### src/rtl/pc_pkg.sv
`default_nettype none
// ============================================================================
// Module   : pc_pkg
// Purpose  : Shared definitions for the param_calc window buffer: default
//            widths, sign-magnitude sample field positions, and the bank /
//            read-FSM state encodings.
// Revision : 1.0 - initial release
// ============================================================================
package pc_pkg;

    // Default sample and address widths
    localparam int PC_DATA_WIDTH = 18;
    localparam int PC_ADDR_WIDTH = 8;
    localparam int PC_WINDOW     = 16;

    // Sign-magnitude sample layout: 1 sign, 5 integer, 12 fraction bits
    localparam int PC_SIGN_BIT   = 17;
    localparam int PC_INT_MSB    = 16;
    localparam int PC_INT_LSB    = 12;
    localparam int PC_FRAC_MSB   = 11;
    localparam int PC_FRAC_LSB   = 0;

    // Storage bank life cycle
    typedef enum logic [1:0] {
        BANK_EMPTY   = 2'd0,
        BANK_FILLING = 2'd1,
        BANK_FULL    = 2'd2,
        BANK_LOCKED  = 2'd3
    } bank_state_t;

    // Read-side hand-off to param_calc
    typedef enum logic [1:0] {
        R_IDLE  = 2'd0,
        R_START = 2'd1,
        R_BUSY  = 2'd2
    } rd_state_t;

endpackage
`default_nettype wire

### src/rtl/pc_bank_ram.sv
`default_nettype none
// ============================================================================
// Module   : pc_bank_ram
// Purpose  : Single-port synchronous-read RAM, DEPTH x DATA_WIDTH. One
//            address serves both write and read; read data is registered
//            and holds while re is low.
// Ports    : clk, we, re, addr, wdata (in); rdata (out)
// Revision : 1.0 - initial release
// ============================================================================
module pc_bank_ram
    import pc_pkg::*;
#(
    parameter int DATA_WIDTH = PC_DATA_WIDTH,
    parameter int DEPTH      = PC_WINDOW,
    parameter int AW         = (DEPTH > 1) ? $clog2(DEPTH) : 1
) (
    input  logic                  clk,
    input  logic                  we,
    input  logic                  re,
    input  logic [AW-1:0]         addr,
    input  logic [DATA_WIDTH-1:0] wdata,
    output logic [DATA_WIDTH-1:0] rdata
);

    logic [DATA_WIDTH-1:0] r_mem [DEPTH];

    always_ff @(posedge clk) begin
        if (we) begin
            r_mem[addr] <= wdata;
        end
        if (re) begin
            rdata <= r_mem[addr];
        end
    end

endmodule
`default_nettype wire

### src/rtl/pc_window_buf.sv
`default_nettype none
// ============================================================================
// Module   : pc_window_buf
// Purpose  : Ping-pong window buffer between the EEG sample stream and
//            param_calc. Two banks of WINDOW samples fill alternately; a full
//            bank is locked and announced with a one-cycle start pulse, then
//            released on param_calc_finish.
// Ports    : clk, reset              - clock, synchronous active-high reset
//            in_valid/in_data/in_ready - sample input stream
//            pc_fifo_addr/pc_fifo_read/pc_fifo_data - locked-window read port
//            start / param_calc_finish - window hand-off
//            drop_cnt                  - dropped-sample count (option only)
// Options  : PC_BUF_DROP_EN - in_ready tied high; samples arriving with no
//            writable bank are dropped and counted in drop_cnt (saturating).
// Revision : 1.0 - initial release
// ============================================================================
module pc_window_buf
    import pc_pkg::*;
#(
    parameter int DATA_WIDTH = PC_DATA_WIDTH,
    parameter int ADDR_WIDTH = PC_ADDR_WIDTH,
    parameter int WINDOW     = PC_WINDOW
) (
    input  logic                  clk,
    input  logic                  reset,
    input  logic                  in_valid,
    input  logic [DATA_WIDTH-1:0] in_data,
    output logic                  in_ready,
    input  logic [ADDR_WIDTH-1:0] pc_fifo_addr,
    input  logic                  pc_fifo_read,
    output logic [DATA_WIDTH-1:0] pc_fifo_data,
    output logic                  start,
    input  logic                  param_calc_finish
`ifdef PC_BUF_DROP_EN
    ,
    output logic [15:0]           drop_cnt
`endif
);

    localparam int                    c_ram_aw   = (WINDOW > 1) ? $clog2(WINDOW) : 1;
    localparam logic [c_ram_aw-1:0]   c_last_ptr = c_ram_aw'(WINDOW - 1);
    localparam logic [ADDR_WIDTH:0]   c_window   = (ADDR_WIDTH + 1)'(WINDOW);

    bank_state_t           r_bank_state [2];
    logic                  r_wr_bank;
    logic [c_ram_aw-1:0]   r_wr_ptr;
    rd_state_t             r_rd_state;
    logic                  r_rd_bank;
    logic                  r_rd_zero;
    logic                  r_rd_sel;

    logic                  w_writable;
    logic                  w_accept;
    logic                  w_wr_last;
    logic [1:0]            w_full_next;
    logic                  w_addr_ok;
    logic                  w_rd_en;
    logic [DATA_WIDTH-1:0] w_bank_q [2];

    // The write bank only ever points at a bank that is not yet full, unless
    // both banks are occupied; so checking the write bank alone is exact.
    assign w_writable = (r_bank_state[r_wr_bank] == BANK_EMPTY) ||
                        (r_bank_state[r_wr_bank] == BANK_FILLING);
    assign w_accept   = in_valid && w_writable;
    assign w_wr_last  = (r_wr_ptr == c_last_ptr);

`ifdef PC_BUF_DROP_EN
    assign in_ready = 1'b1;

    always_ff @(posedge clk) begin
        if (reset) begin
            drop_cnt <= 16'd0;
        end else if (in_valid && !w_writable && (drop_cnt != 16'hFFFF)) begin
            drop_cnt <= drop_cnt + 16'd1;
        end
    end
`else
    assign in_ready = w_writable;
`endif

    // A bank counts as full if it already is, or if it completes this cycle;
    // this lets start follow the last accept (or a finish) by one cycle.
    assign w_full_next[0] = (r_bank_state[0] == BANK_FULL) ||
                            (w_accept && w_wr_last && (r_wr_bank == 1'b0));
    assign w_full_next[1] = (r_bank_state[1] == BANK_FULL) ||
                            (w_accept && w_wr_last && (r_wr_bank == 1'b1));

    assign w_addr_ok = ({1'b0, pc_fifo_addr} < c_window);
    assign w_rd_en   = pc_fifo_read && (r_rd_state == R_BUSY) && w_addr_ok;

    // Write and read never hit the same bank in one cycle, so each RAM's
    // single port is steered by its own write enable.
    for (genvar b = 0; b < 2; b++) begin : g_bank
        logic                w_we;
        logic                w_re;
        logic [c_ram_aw-1:0] w_addr;

        assign w_we   = w_accept && (r_wr_bank == 1'(b));
        assign w_re   = w_rd_en && (r_rd_bank == 1'(b));
        assign w_addr = w_we ? r_wr_ptr : pc_fifo_addr[c_ram_aw-1:0];

        pc_bank_ram #(
            .DATA_WIDTH (DATA_WIDTH),
            .DEPTH      (WINDOW),
            .AW         (c_ram_aw)
        ) u_ram (
            .clk   (clk),
            .we    (w_we),
            .re    (w_re),
            .addr  (w_addr),
            .wdata (in_data),
            .rdata (w_bank_q[b])
        );
    end

    // Write pointer and write-bank selection
    always_ff @(posedge clk) begin
        if (reset) begin
            r_wr_bank <= 1'b0;
            r_wr_ptr  <= '0;
        end else if (w_accept) begin
            if (w_wr_last) begin
                r_wr_ptr  <= '0;
                r_wr_bank <= ~r_wr_bank;
            end else begin
                r_wr_ptr  <= r_wr_ptr + 1'b1;
            end
        end
    end

    // Bank states and read-side FSM
    always_ff @(posedge clk) begin
        if (reset) begin
            r_bank_state[0] <= BANK_EMPTY;
            r_bank_state[1] <= BANK_EMPTY;
            r_rd_state      <= R_IDLE;
            r_rd_bank       <= 1'b0;
        end else begin
            if (w_accept) begin
                r_bank_state[r_wr_bank] <= w_wr_last ? BANK_FULL : BANK_FILLING;
            end
            case (r_rd_state)
                R_IDLE: begin
                    if (w_full_next[0]) begin
                        r_rd_bank  <= 1'b0;
                        r_rd_state <= R_START;
                    end else if (w_full_next[1]) begin
                        r_rd_bank  <= 1'b1;
                        r_rd_state <= R_START;
                    end
                end
                R_START: begin
                    r_bank_state[r_rd_bank] <= BANK_LOCKED;
                    r_rd_state              <= R_BUSY;
                end
                R_BUSY: begin
                    if (param_calc_finish) begin
                        r_bank_state[r_rd_bank] <= BANK_EMPTY;
                        // Pass straight through idle if the other bank is waiting
                        if (w_full_next[~r_rd_bank]) begin
                            r_rd_bank  <= ~r_rd_bank;
                            r_rd_state <= R_START;
                        end else begin
                            r_rd_state <= R_IDLE;
                        end
                    end
                end
                default: r_rd_state <= R_IDLE;
            endcase
        end
    end

    // Read data: RAM output holds between reads; a flag forces zero for
    // out-of-range addresses and reads outside R_BUSY.
    always_ff @(posedge clk) begin
        if (reset) begin
            r_rd_zero <= 1'b1;
            r_rd_sel  <= 1'b0;
        end else if (pc_fifo_read) begin
            r_rd_zero <= !w_rd_en;
            r_rd_sel  <= r_rd_bank;
        end
    end

    assign pc_fifo_data = r_rd_zero ? '0 : w_bank_q[r_rd_sel];
    assign start        = (r_rd_state == R_START);

endmodule
`default_nettype wire
### config.mk
export PLATFORM = sky130hd
export DESIGN_NAME = pc_window_buf
export DESIGN_NICKNAME = d
export VERILOG_FILES = /design/src/rtl/pc_pkg.sv /design/src/rtl/pc_bank_ram.sv /design/src/rtl/pc_window_buf.sv
export SDC_FILE = /design/constraint.sdc
export NUM_CORES = 1
export LEC_CHECK = 0
export CORE_AREA = 2 2 287 289
export DETAILED_ROUTE_END_ITERATION = 7
export DIE_AREA = 0 0 289 291
export PLACE_DENSITY_LB_ADDON = 0.05
export SLEW_MARGIN = 30
export SYNTH_ARGS = -nofsm -noshare
export SYNTH_HDL_FRONTEND = slang
export SYNTH_HIERARCHICAL = 1
export SYNTH_SLANG_ARGS = --single-unit
### constraint.sdc
create_clock -name clk -period 10.6 [get_ports clk]
set_clock_uncertainty 0.15 [all_clocks]
set_input_delay 2.12 -clock clk [delete_from_list [all_inputs] [get_ports clk]]
set_output_delay 2.12 -clock clk [all_outputs]
set_load 0.05 [all_outputs]
; ---- Word-level counts from Yosys, hierarchy flattened
; Memories as Yosys holds them, arrays and structs flattened. A register that Yosys moved wholly into a read port is not among the register bits.
; Index checks and enable logic that the tools add are counted.
; Widths: inputs -> output; s select.
[word_totals]
register_bits = 10
ramBits = 580
inputBits = 31
output_inout_bits = 20
elab_cells = 93
mem_count = 3
[mem_list]
columns = name, words, word_bits, read_ports, rd_clocked_by_memory_dff, write_ports, line
row1 = g_bank[0].u_ram.r_mem, 16, 18, 1, 1, 1, pc_bank_ram.sv:25  ; logic [DATA_WIDTH-1:0] r_mem [DEPTH];
row2 = g_bank[1].u_ram.r_mem, 16, 18, 1, 1, 1, pc_bank_ram.sv:25
row3 = r_bank_state, 2, 2, 3, 1, 2, pc_window_buf.sv:44  ; bank_state_t r_bank_state [2];
[classes]
add_sub_neg = 1
order_cmp = 3
eq_ne = 9
n_mux = 45
bitwise = 4
reduce_logical = 22
[ops]
columns = operator, n
row1 = $mux 18, 4
row2 = $mux 1, 29
row3 = $mux 2, 7
row4 = $mux 4, 3
row5 = $logic_and 1x1->1, 10
row6 = $lt 8x5->1 const B, 1
row7 = $eq 2x2->1 const B, 3
row8 = $pmux 2 s3, 1
row9 = $add 4x1->4 const B, 1
row10 = $eq 2x1->1 const B, 2
row11 = $eq 4x4->1 const B, 1
row12 = $logic_not 2->1, 2
row13 = $reduce_and 2->1, 2
row14 = $reduce_and 4->1, 1
row15 = $reduce_or 2->1, 2
row16 = $logic_or 1x1->1, 3
row17 = $ne 3x3->1 const B, 1
row18 = $ge 2x2->1 const B, 1
row19 = $lt 1x2->1 const B, 1
row20 = $ne 2x1->1 const B, 1
row21 = $ne 2x2->1 const B, 1
row22 = $not 1->1, 2
row23 = $not 1->2, 1
row24 = $pmux 1 s2, 1
row25 = other kinds (3), 3

; ---- Logic depth before layout (Yosys ltp)
[logic_depth]
word_depth = 11
depth_mapped = 10
ltp_nobuf = 8

; ---- Hierarchy
; The synthesis kept the hierarchy.
[by_module_without_submodules]
columns = module, instances, cells_each, area_per_inst_um2, seq_area_each_um2
row1 = pc_bank_ram, 2, 484, 11488.5, 9188.8
row2 = pc_window_buf, 1, 137, 1164.9, 340.3

; ---- Least setup slack after synthesis
; Ideal clock, no wire load.
[synth_path]
path_type = input -> register
from = input in_valid
to = memory g_bank[0].u_ram/r_mem[0][0] in the netlist's numbering (enable)
setup_ps = 416
arrival_ps = 4562
t_required_ps = 10034
slack_ps = 5472
stages = 5
path_buffers = 0
path_cell_list = nand2_4 nor2_4 mux2_2 or3b_2 nor3_1
[synth_via]
elab_cells_between_ends = 5
classes_between = mux (3) / reduce/logical (2)
[synth_rtl]
columns = element, line
row1 = start: declaration, pc_window_buf.sv:26  ; input logic in_valid,
row2 = $logic_and 1x1->1, pc_window_buf.sv:64  ; assign w_accept = in_valid && w_writable;
row3 = $logic_and 1x1->1, pc_window_buf.sv:98  ; assign w_we = w_accept && (r_wr_bank == 1'(b));
row4 = named net g_bank[0].w_we, pc_window_buf.sv:94  ; logic w_we;
row5 = $mux 4, pc_window_buf.sv:100  ; assign w_addr = w_we ? r_wr_ptr : pc_fifo_addr[c_ram_aw-1:0];
row6 = named net g_bank[0].w_addr[2], pc_window_buf.sv:96  ; logic [c_ram_aw-1:0] w_addr;
row7 = end: declaration, pc_bank_ram.sv:25
; The timed path passes the listed nets, and every way through them passes these cells.

; ---- Final worst setup path
[layout_path]
from = input in_valid
to = memory g_bank[1].u_ram/r_mem[15][15] in the netlist's numbering (enable)
[layout_via]
elab_cells_between_ends = 5
classes_between = mux (3) / reduce/logical (2)
[layout_rtl]
columns = element, line
row1 = $logic_and 1x1->1, pc_window_buf.sv:64
row2 = $logic_and 1x1->1, pc_window_buf.sv:98
row3 = $mux 4, pc_window_buf.sv:100
row4 = named net g_bank[1].w_addr[1], pc_window_buf.sv:96
row5 = end: declaration, pc_bank_ram.sv:25
; The timed path passes the listed nets, and every way through them passes these cells.

==> run metrics <==
outcome finished, final reports clean; depth of the CTS H-tree 3; post-synthesis cell type with the largest combined area sky130_fd_sc_hd__edfxtp_1; peak supply drop 0.110 mV; gate count of the mapped netlist 1,105; initial cell density of the core 29.7%; CTS tree done; largest stage delay on the critical path 810 ps; final weighted congestion in routability-driven placement 0.765; CP max-delay cell sky130_fd_sc_hd__buf_4; endpoint type of the worst setup path flip-flop; count of flip-flops with a built-in enable after synthesis 616; final design utilization 35.0%; Area growth, synth to finish 17.7%; Overflow after GRT 0; Post-synth top cells sky130_fd_sc_hd__edfxtp_1, sky130_fd_sc_hd__mux4_2, sky130_fd_sc_hd__nor2_1; total die area 84,100 sq um; Cell Rows 105; Clock Tree Buf Depth 3; cell area after synthesis 24,100 sq um; synthesized flop and latch total 627; net count of the finished layout 1,238; ordered list of cells on the worst path clkdlybuf4s50_1, nand3_2, mux2_4, buf_4, nand2_1, nor2_4; reported max-cap violation count 0; final routed wire length divided by cell count 28.0 um; share of synthesized flip-flops with an asynchronous set or reset 0%; number of global-route vias before repair 11,800; post-CTS clock slew at the launch and capture registers of the worst setup and hold paths 60 ps; portion of the post-synthesis area used by sequential elements 77.5%; leading cell type by number of instances after synthesis sky130_fd_sc_hd__edfxtp_1; worst setup slack after layout 4960 ps; worst hold slack across all endpoints 414 ps; portion of synthesized cell area occupied by the leading cell type 76.6%; Leakage 8.71 nW; input/output buffers 50; IO Pins 51; Setup TNS Final 0 ps; cts repair resizes 0; Final Setup Violations 0; Avg Cell Area, Syn 21.8 sq um; transition time at the pin with the least slew margin 985 ps; maximum fanout along the worst path 60; cell area after layout 28,400 sq um; Iteration-0 DRC Markers 993; latest clock arrival within the worst-skew pair 610 ps; signal arrival time at the worst endpoint 5720 ps; antenna violations before repair 0; pin count of the biggest net entering global routing 61; DR pass1 iterations 4; proportion of layout cells with a drive suffix above 1 27.8%; highest attainable clock frequency 177 MHz; cts-stage hold buffer count 0; kind of start point of the critical path primary input; startpoint of the lowest-slack hold path r_wr_ptr[3]; hold crit path type flip-flop to flip-flop; startpoint of the most critical register-to-register path r_bank_state[0][1]; worst-case setup slack after placement 4300 ps; worst path required time 10,680 ps; floorplan die height 291 um; most area-consuming cells after synthesis sky130_fd_sc_hd__edfxtp_1, sky130_fd_sc_hd__mux4_2, sky130_fd_sc_hd__a22oi_1; via total after detailed routing 11,200; post-layout min period 5640 ps; Area after DPL 26,100 sq um; dominant synthesized flop cell sky130_fd_sc_hd__edfxtp_1; DR vias/cell 4.81; RSZ-0062 raised after global routing false; power density cells 196 nW/um^2; WS Path Type primary input to flip-flop; cell at the root of the clock tree sky130_fd_sc_hd__clkbuf_16; synthesis warning total 6; final wirelength 65,400 um; global-route wire length before repair 91,200 um; x dimension of the die 289 um; Cells after DPL 2,201; standard cell core area 81,200 sq um; TritonCTS Buffers 71; final slew viol count 0; final clock period utilization by the worst path 53.2%; total nets after synthesis 1,139; hold violation total from the final report 0; power after layout 5.58 mW; distinct cell type count after synthesis 43; number of setup buffers added after CTS 0; remaining antenna violation count 0; sum of net half-perimeters after detailed placement 39,300 um; DRC violation count after routing 0; max-slew headroom at the worst pin 34.3%; clock net sink count 627; beginning of the critical path in_valid; GRT Resource Usage Total 15.7%; Layout Cells excl Fill 2,333
routing by layer:
| metal | up-vias | wire length, um | track usage [%] |
|---|---|---|---|
| li1 | 4829 | - | - |
| met1 | 6067 | 32100 | 23.7 |
| met2 | 253 | 28900 | 23.0 |
| met3 | 73 | 3290 | 3.00 |
| met4 | 0 | 1080 | 4.04 |
| met5 | - | 0 | 0 |
layout by cell type (no fill, tap or decap), drive strengths merged, types with 3 or more instances in the layout:
| cell type | netlist | routed |
|---|---|---|
| a21oi | 7 | 7 |
| a22oi | 72 | 72 |
| and2 | 3 | 3 |
| buf | 36 | 37 |
| bufinv | 0 | 7 |
| clkbuf | 20 | 88 |
| clkdlybuf4s50 | 0 | 45 |
| clkinv | 0 | 33 |
| dfxtp | 11 | 11 |
| edfxtp | 616 | 616 |
| ha | 3 | 3 |
| inv | 5 | 7 |
| mux2 | 8 | 8 |
| mux2i | 21 | 21 |
| mux4 | 144 | 144 |
| nand2 | 45 | 45 |
| nand2b | 9 | 9 |
| nand3 | 8 | 8 |
| nand3b | 5 | 5 |
| nor2 | 54 | 54 |
| nor2b | 10 | 10 |
| nor3 | 9 | 9 |
final timing paths:
| path | to | slack [ps] | cells after the start |
|---|---|---|---|
| hold reg to reg | r_wr_ptr[3] | 410 | 2 |
| setup / recovery | g_bank[1].u_ram/r_mem[15][15] | 4960 | 6 |
| setup reg to reg | g_bank[1].u_ram/r_mem[15][15] | 6390 | 6 |
| hold / removal | r_wr_ptr[3] | 410 | 2 |
layout make-up:
cell class                      instances  area, sq um
Sequential cell                       627        18700
Inverter                                5         18.8
Timing Repair Buffer                   82          716
Multi-Input combinational cell        417         5330
Antenna cell                            2         5.00
Clock inverter                         42          378
Clock buffer                           88         1900
Fill cell                            7608        52800
Tap cell                             1070         1340
cell families after synthesis:
logic type	after synthesis	synth area share [%]
compound gates	90	3.14
xor+xnor	2	0.0726
fa+ha+maj	3	0.155
buf+inv	61	1.49
flops	627	77.5
mux	173	14.7
simple gates	149	2.89
registers in the layout (all words and copies together), names as in the netlist, named ones only:
register,count
g_bank.u_ram/r_mem,576
g_bank.u_ram/rdata,36
r_bank_state,4
r_rd_bank,1
r_rd_sel,1
r_rd_state,2
r_rd_zero,1
r_wr_bank,1
r_wr_ptr,4
report_power, final:
part	total [mW]	internal [mW]	switching [mW]
Sequential	2.77	2.75	0.0130
Combinational	0.381	0.140	0.241
Clock	2.43	1.44	0.986
Total	5.58	4.34	1.24
critical path, delay by kind of cell:
kind	cells	cell delay, ps
AND/OR/NAND/NOR	3	1600
buffers and inverters	2	1450
multiplexers	1	500
Note: power is estimated with default switching activity, not from simulation.
